--- config.mk ---
export PLATFORM = sky130hd
export DESIGN_NAME = fetch_redirect
export DESIGN_NICKNAME = d
export VERILOG_FILES = /design/src/rtl/fetch_redirect_pkg.sv /design/src/rtl/fetch_redirect_fifo.sv /design/src/rtl/fetch_redirect.sv
export SDC_FILE = /design/constraint.sdc
export NUM_CORES = 1
export LEC_CHECK = 0
export ABC_AREA = 1
export CAP_MARGIN = 20
export CORE_MARGIN = 10
export CORE_UTILIZATION = 35
export CTS_CLUSTER_SIZE = 8
export DETAILED_ROUTE_END_ITERATION = 7
export GPL_TIMING_DRIVEN = 0
export SYNTH_ARGS = -nofsm -noshare
export SYNTH_HDL_FRONTEND = slang
export SYNTH_HIERARCHICAL = 1
export SYNTH_SLANG_ARGS = --single-unit
--- constraint.sdc ---
create_clock -name clk -period 7.1 [get_ports clk]
set_clock_uncertainty 0.05 [all_clocks]
set_input_delay 1.065 -clock clk [delete_from_list [all_inputs] [get_ports clk]]
set_output_delay 1.065 -clock clk [all_outputs]
set_load 0.005 [all_outputs]
--- src/rtl/fetch_redirect_pkg.sv ---
// Shared definitions for the fetch/redirect slice: state encodings,
// the sequential PC step and the instruction width.
package fetch_redirect_pkg;

  // Instruction and PC width used across the fetch path
  localparam int INSTR_W = 32;

  // Byte distance between consecutive sequential fetches
  localparam int PC_INCR = 4;

  // Fetch control states
  typedef enum logic [1:0] {
    BOOT  = 2'd0,
    RUN   = 2'd1,
    FLUSH = 2'd2,
    HALT  = 2'd3
  } fetchState_t;

  // A redirect target is usable only if it lands on a word boundary
  function automatic logic isWordAligned(input logic [1:0] lowBits);
    return (lowBits == 2'b00);
  endfunction

endpackage

--- src/rtl/fetch_redirect_fifo.sv ---
// Small synchronous FIFO holding fetched instructions until decode takes
// them. Synchronous clear empties it in one edge; count/full/empty let the
// fetch unit budget its outstanding requests.
module fetch_fifo #(
  parameter int WIDTH = 32,
  parameter int DEPTH = 2,
  localparam int AW = $clog2(DEPTH),
  localparam int CW = AW + 1
) (
  input  logic             clk,
  input  logic             rst_n,
  input  logic             clear,
  input  logic             push,
  input  logic [WIDTH-1:0] pushData,
  input  logic             pop,
  output logic [WIDTH-1:0] headData,
  output logic [CW-1:0]    count,
  output logic             full,
  output logic             empty
);

  logic [WIDTH-1:0] mem [DEPTH];
  logic [AW-1:0]    rdPtr;
  logic [AW-1:0]    wrPtr;
  logic             doPush;
  logic             doPop;

  assign empty    = (count == '0);
  assign full     = (count == CW'(DEPTH));
  assign headData = mem[rdPtr];

  // A pop from an empty FIFO is ignored; a push into a full FIFO is only
  // accepted when a pop frees a slot on the same edge.
  assign doPop  = pop && !empty;
  assign doPush = push && (!full || doPop);

  // Storage array carries no reset; only slots behind a valid count are read
  always_ff @(posedge clk) begin
    if (doPush && !clear) begin
      mem[wrPtr] <= pushData;
    end
  end

  // Pointer and occupancy bookkeeping, clear wins over push/pop
  always_ff @(posedge clk or negedge rst_n) begin
    if (!rst_n) begin
      rdPtr <= '0;
      wrPtr <= '0;
      count <= '0;
    end else if (clear) begin
      rdPtr <= '0;
      wrPtr <= '0;
      count <= '0;
    end else begin
      if (doPush) begin
        wrPtr <= wrPtr + AW'(1);
      end
      if (doPop) begin
        rdPtr <= rdPtr + AW'(1);
      end
      case ({doPush, doPop})
        2'b10:   count <= count + CW'(1);
        2'b01:   count <= count - CW'(1);
        default: count <= count;
      endcase
    end
  end

  // The fetch credit scheme must never let a response arrive at a full FIFO
  always_ff @(posedge clk) begin
    if (rst_n) begin
      assert (!(push && full && !pop && !clear));
    end
  end

endmodule

--- src/rtl/fetch_redirect.sv ---
// Fetch unit: owns the PC, issues instruction-memory requests under a
// credit limit, buffers in-order responses for decode, and handles taken
// branches from execute by redirecting, flushing for one cycle and
// discarding responses that belong to the abandoned path.
module fetch_redirect
  import fetch_redirect_pkg::*;
#(
  parameter int         N          = INSTR_W,
  parameter logic [N-1:0] RESET_PC = '0,
  parameter int         FIFO_DEPTH = 2
) (
  input  logic         clk,
  input  logic         rst_n,
  input  logic         branchValid,
  input  logic         branch,
  input  logic [N-1:0] branchTarget,
  input  logic         stall,
  output logic         imemReqValid,
  input  logic         imemReqReady,
  output logic [N-1:0] imemReqAddr,
  input  logic         imemRespValid,
  input  logic [N-1:0] imemRespData,
  output logic         instrValid,
  output logic [N-1:0] instr,
  output logic [N-1:0] instrPc,
  output logic         flush,
  output logic         misalign
);

  localparam int CW = $clog2(FIFO_DEPTH) + 1;

  fetchState_t  state;
  logic [N-1:0] pc;
  logic [N-1:0] deliverPc;
  logic [CW-1:0] outstanding;
  logic [CW-1:0] dropCnt;

  logic [CW-1:0] fifoCount;
  logic          fifoFull;
  logic          fifoEmpty;
  logic [N-1:0]  fifoHead;
  logic          fifoPush;
  logic          fifoPop;
  logic          fifoClear;

  logic          takenAny;
  logic          takenRedirect;
  logic          takenMisalign;
  logic          respFire;
  logic          reqFire;
  logic          dropResp;
  logic [CW:0]   slotsInUse;
  logic          haveCredit;

  // Branch decisions only matter while fetching normally
  assign takenAny      = (state == RUN) && branchValid && branch;
  assign takenRedirect = takenAny && isWordAligned(branchTarget[1:0]);
  assign takenMisalign = takenAny && !isWordAligned(branchTarget[1:0]);

  // Requests in flight plus buffered entries may never exceed the FIFO size,
  // which is what keeps the non-backpressuring memory from overflowing it
  assign slotsInUse   = {1'b0, outstanding} + {1'b0, fifoCount};
  assign haveCredit   = slotsInUse < (CW+1)'(FIFO_DEPTH);
  assign imemReqValid = (state == RUN) && haveCredit && !takenAny;
  assign imemReqAddr  = pc;
  assign reqFire      = imemReqValid && imemReqReady;

  // Responses are dropped while stale ones are still owed, on the redirect
  // edge itself, and forever once halted
  assign respFire  = imemRespValid;
  assign dropResp  = (dropCnt != '0) || takenAny || (state == HALT);
  assign fifoPush  = respFire && !dropResp;
  assign fifoClear = takenAny;

  // Decode sees the FIFO head except during the flush bubble; a redirect
  // overrides any pop that decode would otherwise have taken
  assign instrValid = !fifoEmpty && (state != FLUSH);
  assign instr      = fifoHead;
  assign instrPc    = deliverPc;
  assign fifoPop    = instrValid && !stall && !takenAny;

  fetch_fifo #(
    .WIDTH (N),
    .DEPTH (FIFO_DEPTH)
  ) u_fifo (
    .clk      (clk),
    .rst_n    (rst_n),
    .clear    (fifoClear),
    .push     (fifoPush),
    .pushData (imemRespData),
    .pop      (fifoPop),
    .headData (fifoHead),
    .count    (fifoCount),
    .full     (fifoFull),
    .empty    (fifoEmpty)
  );

  // Control state machine with registered flush pulse and sticky misalign
  always_ff @(posedge clk or negedge rst_n) begin
    if (!rst_n) begin
      state    <= BOOT;
      flush    <= 1'b0;
      misalign <= 1'b0;
    end else begin
      flush <= 1'b0;
      case (state)
        BOOT: begin
          state <= RUN;
        end
        RUN: begin
          if (takenMisalign) begin
            state    <= HALT;
            misalign <= 1'b1;
          end else if (takenRedirect) begin
            state <= FLUSH;
            flush <= 1'b1;
          end
        end
        FLUSH: begin
          state <= RUN;
        end
        HALT: begin
          state <= HALT;
        end
        default: begin
          state <= BOOT;
        end
      endcase
    end
  end

  // Fetch and delivery PCs: redirect wins, otherwise step past each fire/pop
  always_ff @(posedge clk or negedge rst_n) begin
    if (!rst_n) begin
      pc        <= RESET_PC;
      deliverPc <= RESET_PC;
    end else if (takenRedirect) begin
      pc        <= branchTarget;
      deliverPc <= branchTarget;
    end else begin
      if (reqFire) begin
        pc <= pc + N'(PC_INCR);
      end
      if (fifoPop) begin
        deliverPc <= deliverPc + N'(PC_INCR);
      end
    end
  end

  // In-flight request count and the number of stale responses still owed
  always_ff @(posedge clk or negedge rst_n) begin
    if (!rst_n) begin
      outstanding <= '0;
      dropCnt     <= '0;
    end else begin
      outstanding <= outstanding + CW'(reqFire) - CW'(respFire);
      if (takenRedirect) begin
        dropCnt <= outstanding - CW'(respFire);
      end else if (respFire && (dropCnt != '0)) begin
        dropCnt <= dropCnt - CW'(1);
      end
    end
  end

  // A full buffer means every credit is used, so nothing can be in flight
  always_ff @(posedge clk) begin
    if (rst_n) begin
      assert (!fifoFull || (outstanding == '0));
    end
  end

endmodule
==> impl_results.html <==
<table>
<tr><th>Metric</th><th>Value</th></tr>
<tr><th colspan="2">Clock network</th></tr>
<tr><td>Post-CTS setup buffers</td><td>0</td></tr>
<tr><td>H-tree level count</td><td>4</td></tr>
<tr><td>Clock transition time at the flip-flop clock pins of the worst setup and hold paths</td><td>60 ps</td></tr>
<tr><td>Number of sinks driven by the clock tree</td><td>140</td></tr>
<tr><td>Clock latency of the later-clocked register in the worst-skew pair</td><td>420 ps</td></tr>
<tr><td>Cts bufs inserted</td><td>17</td></tr>
<tr><td>Quantity of hold-fixing buffers added after cts</td><td>0</td></tr>
<tr><td>Master cell of the clock root buffer</td><td>sky130_fd_sc_hd__clkbuf_16</td></tr>
<tr><td>TritonCTS clock tree</td><td>built</td></tr>
<tr><td>Worst-case clock buffer depth</td><td>2</td></tr>
<tr><td>PostCTS Resize Cnt</td><td>0</td></tr>
<tr><th colspan="2">Worst setup path</th></tr>
<tr><td>Data arrival time at the worst-slack endpoint</td><td>2400 ps</td></tr>
<tr><td>Highest net fanout along the worst path</td><td>4</td></tr>
<tr><td>Launching element of the worst setup path</td><td>branch</td></tr>
<tr><td>Worst setup EP type</td><td>output pin</td></tr>
<tr><td>Setup crit start kind</td><td>input port</td></tr>
<tr><td>Critical path data required time</td><td>5980 ps</td></tr>
<tr><td>R2r startpoint</td><td>u_fifo/count[1]</td></tr>
<tr><td>Crit path kind</td><td>input port to output pin</td></tr>
<tr><th colspan="2">Routing</th></tr>
<tr><td>Via Count</td><td>6834</td></tr>
<tr><td>Violation count after the first detailed-route iteration</td><td>393</td></tr>
<tr><td>DRC violation count after routing</td><td>0</td></tr>
<tr><td>Total wire length after detailed routing</td><td>23000 um</td></tr>
<tr><td>Detailed-route wire length per cell</td><td>16.0 um</td></tr>
<tr><td>Vias per inst</td><td>4.75</td></tr>
<tr><td>Number of routed nets with antenna violations</td><td>0</td></tr>
<tr><td>Pre-Repair DR Iteration Count</td><td>5</td></tr>
<tr><th colspan="2">Job</th></tr>
<tr><td>Maxcap violations</td><td>0</td></tr>
<tr><th colspan="2">Cells and area</th></tr>
<tr><td>Layout filler cell count</td><td>2041</td></tr>
<tr><td>Leading cell type in the layout, fill and taps excluded</td><td>sky130_fd_sc_hd__nand2_1</td></tr>
<tr><td>Filler-free cell count of the finished design</td><td>1438</td></tr>
<tr><td>Area added between synthesis and finish</td><td>35.5%</td></tr>
<tr><td>Area used by sequential logic in the layout</td><td>3820 um^2</td></tr>
<tr><td>Diode count</td><td>0</td></tr>
<tr><td>Leading cell types in the layout, fill and taps excluded</td><td>sky130_fd_sc_hd__nand2_1 (320), sky130_fd_sc_hd__clkdlybuf4s50_1 (169), sky130_fd_sc_hd__nor2_1 (150)</td></tr>
<tr><td>Fraction of final layout cells sized beyond drive strength 1</td><td>0.0920</td></tr>
<tr><td>Final-stage net count</td><td>1229</td></tr>
<tr><td>Area of the multi-input gates</td><td>3240 um^2</td></tr>
<tr><th colspan="2">STA</th></tr>
<tr><td>Endpoints failing setup</td><td>0</td></tr>
<tr><td>Transition time at the pin with the least slew margin</td><td>419 ps</td></tr>
<tr><td>Period utilisation layout</td><td>0.495</td></tr>
<tr><td>Worst slew slack as a fraction of its limit</td><td>0.720</td></tr>
<tr><td>Fmax</td><td>285 MHz</td></tr>
<tr><td>Number of hold violations in the final report</td><td>0</td></tr>
<tr><td>Max-slew violation count</td><td>0</td></tr>
<tr><td>RSZ-0062 raised after global routing</td><td>false</td></tr>
<tr><td>Post-route minimum period</td><td>3510 ps</td></tr>
<tr><td>Worst hold slack after final layout</td><td>413 ps</td></tr>
<tr><td>Post-Route Setup TNS</td><td>0 ps</td></tr>
<tr><th colspan="2">Power</th></tr>
<tr><td>Switching portion of total power</td><td>0.340</td></tr>
<tr><td>Total leakage power</td><td>4.59 nW</td></tr>
<tr><td>Switching pwr</td><td>1.03 mW</td></tr>
<tr><td>Internal portion of total power</td><td>2.00 mW</td></tr>
<tr><td>Max rail drop VDD</td><td>0.000163 V</td></tr>
<tr><td>Relative contribution of sequential cells to total power</td><td>0.363</td></tr>
<tr><td>Power share of the clock group</td><td>0.276</td></tr>
<tr><td>Power density cells</td><td>297 nW/um^2</td></tr>
<tr><td>Combinational Power Share</td><td>0.360</td></tr>
<tr><th colspan="2">Logic synthesis</th></tr>
<tr><td>Ys Warns</td><td>6</td></tr>
<tr><td>Cells after synthesis</td><td>959</td></tr>
<tr><td>Total standard cell area after synthesis</td><td>7540 um^2</td></tr>
<tr><td>Mapped Avg Cell Area</td><td>7.87 um^2</td></tr>
<tr><td>Post-synth net total</td><td>1037</td></tr>
<tr><th colspan="2">Min path</th></tr>
<tr><td>Worst min-delay path category</td><td>register to register</td></tr>
<tr><td>Startpoint of the tightest hold check path</td><td>imemReqAddr[1]</td></tr>
<tr><th colspan="2">Floorplan</th></tr>
<tr><td>Top-Level Pins</td><td>171</td></tr>
<tr><td>Die Wd</td><td>167 um</td></tr>
<tr><td>Number of rows created at floorplan</td><td>53</td></tr>
<tr><td>Height of the die</td><td>167 um</td></tr>
<tr><td>Die footprint</td><td>27800 um^2</td></tr>
<tr><td>Initial cell density of the core</td><td>0.358</td></tr>
<tr><td>Core area</td><td>21100 um^2</td></tr>
<tr><th colspan="2">Placed design</th></tr>
<tr><td>Routability congestion estimate from global placement</td><td>0.924</td></tr>
<tr><td>DPL Wire Length</td><td>17800 um</td></tr>
<tr><td>Number of port buffers</td><td>170</td></tr>
<tr><td>Count of placed standard cells including taps</td><td>1407</td></tr>
<tr><th colspan="2">Global route</th></tr>
<tr><td>Antenna violations before repair</td><td>0</td></tr>
<tr><td>Largest net degree at the start of global routing</td><td>62</td></tr>
<tr><td>GR Util All Layers</td><td>0.163</td></tr>
<tr><td>Wire length of the first global-routing pass</td><td>36400 um</td></tr>
<tr><td>Via count of the first global-routing pass</td><td>6741</td></tr>
<tr><td>Total congestion overflow</td><td>0</td></tr>
<tr><th colspan="2">Outcome</th></tr>
<tr><td>Run status</td><td>complete, no violations</td></tr>
</table>
[stage by stage]
| stage | setup WS (ps) | power, mW | cell area (um^2) | util |
|---|---|---|---|---|
| finish | 3590 | 3.04 | 10200 | 0.485 |
| CTS | 3570 | 3.08 | 10200 | 0.485 |
| floorplan | 3400 | 1.67 | 7540 | - |
| detailed placement | 3570 | 2.23 | 9670 | 0.459 |
| global route | 3510 | 3.27 | 10200 | 0.485 |
| global placement | 1910 | 2.21 | 9590 | 0.455 |
[flip-flops by register name (all words and copies together), names as in the netlist]
name,count
outstanding,2
misalign,1
u_fifo/count,2
imemReqAddr,32
flush,1
instrPc,32
state,2
u_fifo/wrPtr,1
dropCnt,2
u_fifo/rdPtr,1
u_fifo/mem,64
[worst max-delay path: stages]
cell                              delay (ps)
sky130_fd_sc_hd__clkdlybuf4s50_1         420
sky130_fd_sc_hd__nand2_2                 160
sky130_fd_sc_hd__nand3_1                 110
sky130_fd_sc_hd__nor2_2                  120
sky130_fd_sc_hd__clkdlybuf4s50_1         530
[layer usage]
layer,up-vias,track usage,part of all wire
li1,3473,-,-
met4,0,0.0523,0.019
met3,28,0.0473,0.070
met1,3127,0.206,0.45
met5,-,0,0
met2,206,0.263,0.46
[power groups by stage]
stage / logic, mW / clock network, mW / registers [mW]
global route: 1.24 / 0.903 / 1.13
global placement: 1.10 / 0 / 1.12
floorplan: 0.581 / 0 / 1.09
detailed placement: 1.11 / 0 / 1.12
finish: 1.10 / 0.839 / 1.10
CTS: 1.12 / 0.858 / 1.10
[final timing paths]
kind                            depth (start not counted)                end  slack (ps)
worst max-delay path                                    5       imemReqValid        3590
worst min-delay path                                    2     imemReqAddr[1]         410
worst max register to register                         11  u_fifo/mem[0][21]        4770
worst min register to register                          2     imemReqAddr[1]         410
max in group asynchronous                               2       u_fifo/wrPtr        5950
min in group asynchronous                               1    imemReqAddr[28]         450
[cell type report]
| cell class | count | share of cell area |
|---|---|---|
| Tap cell | 275 | 0.0337 |
| Multi-Input combinational cell | 705 | 0.317 |
| Clock inverter | 14 | 0.0127 |
| Buffer | 26 | 0.0159 |
| Sequential cell | 140 | 0.374 |
| Clock buffer | 17 | 0.0416 |
| Inverter | 88 | 0.0328 |
| Timing Repair Buffer | 173 | 0.173 |
Note: power is estimated with default switching activity, not from simulation.
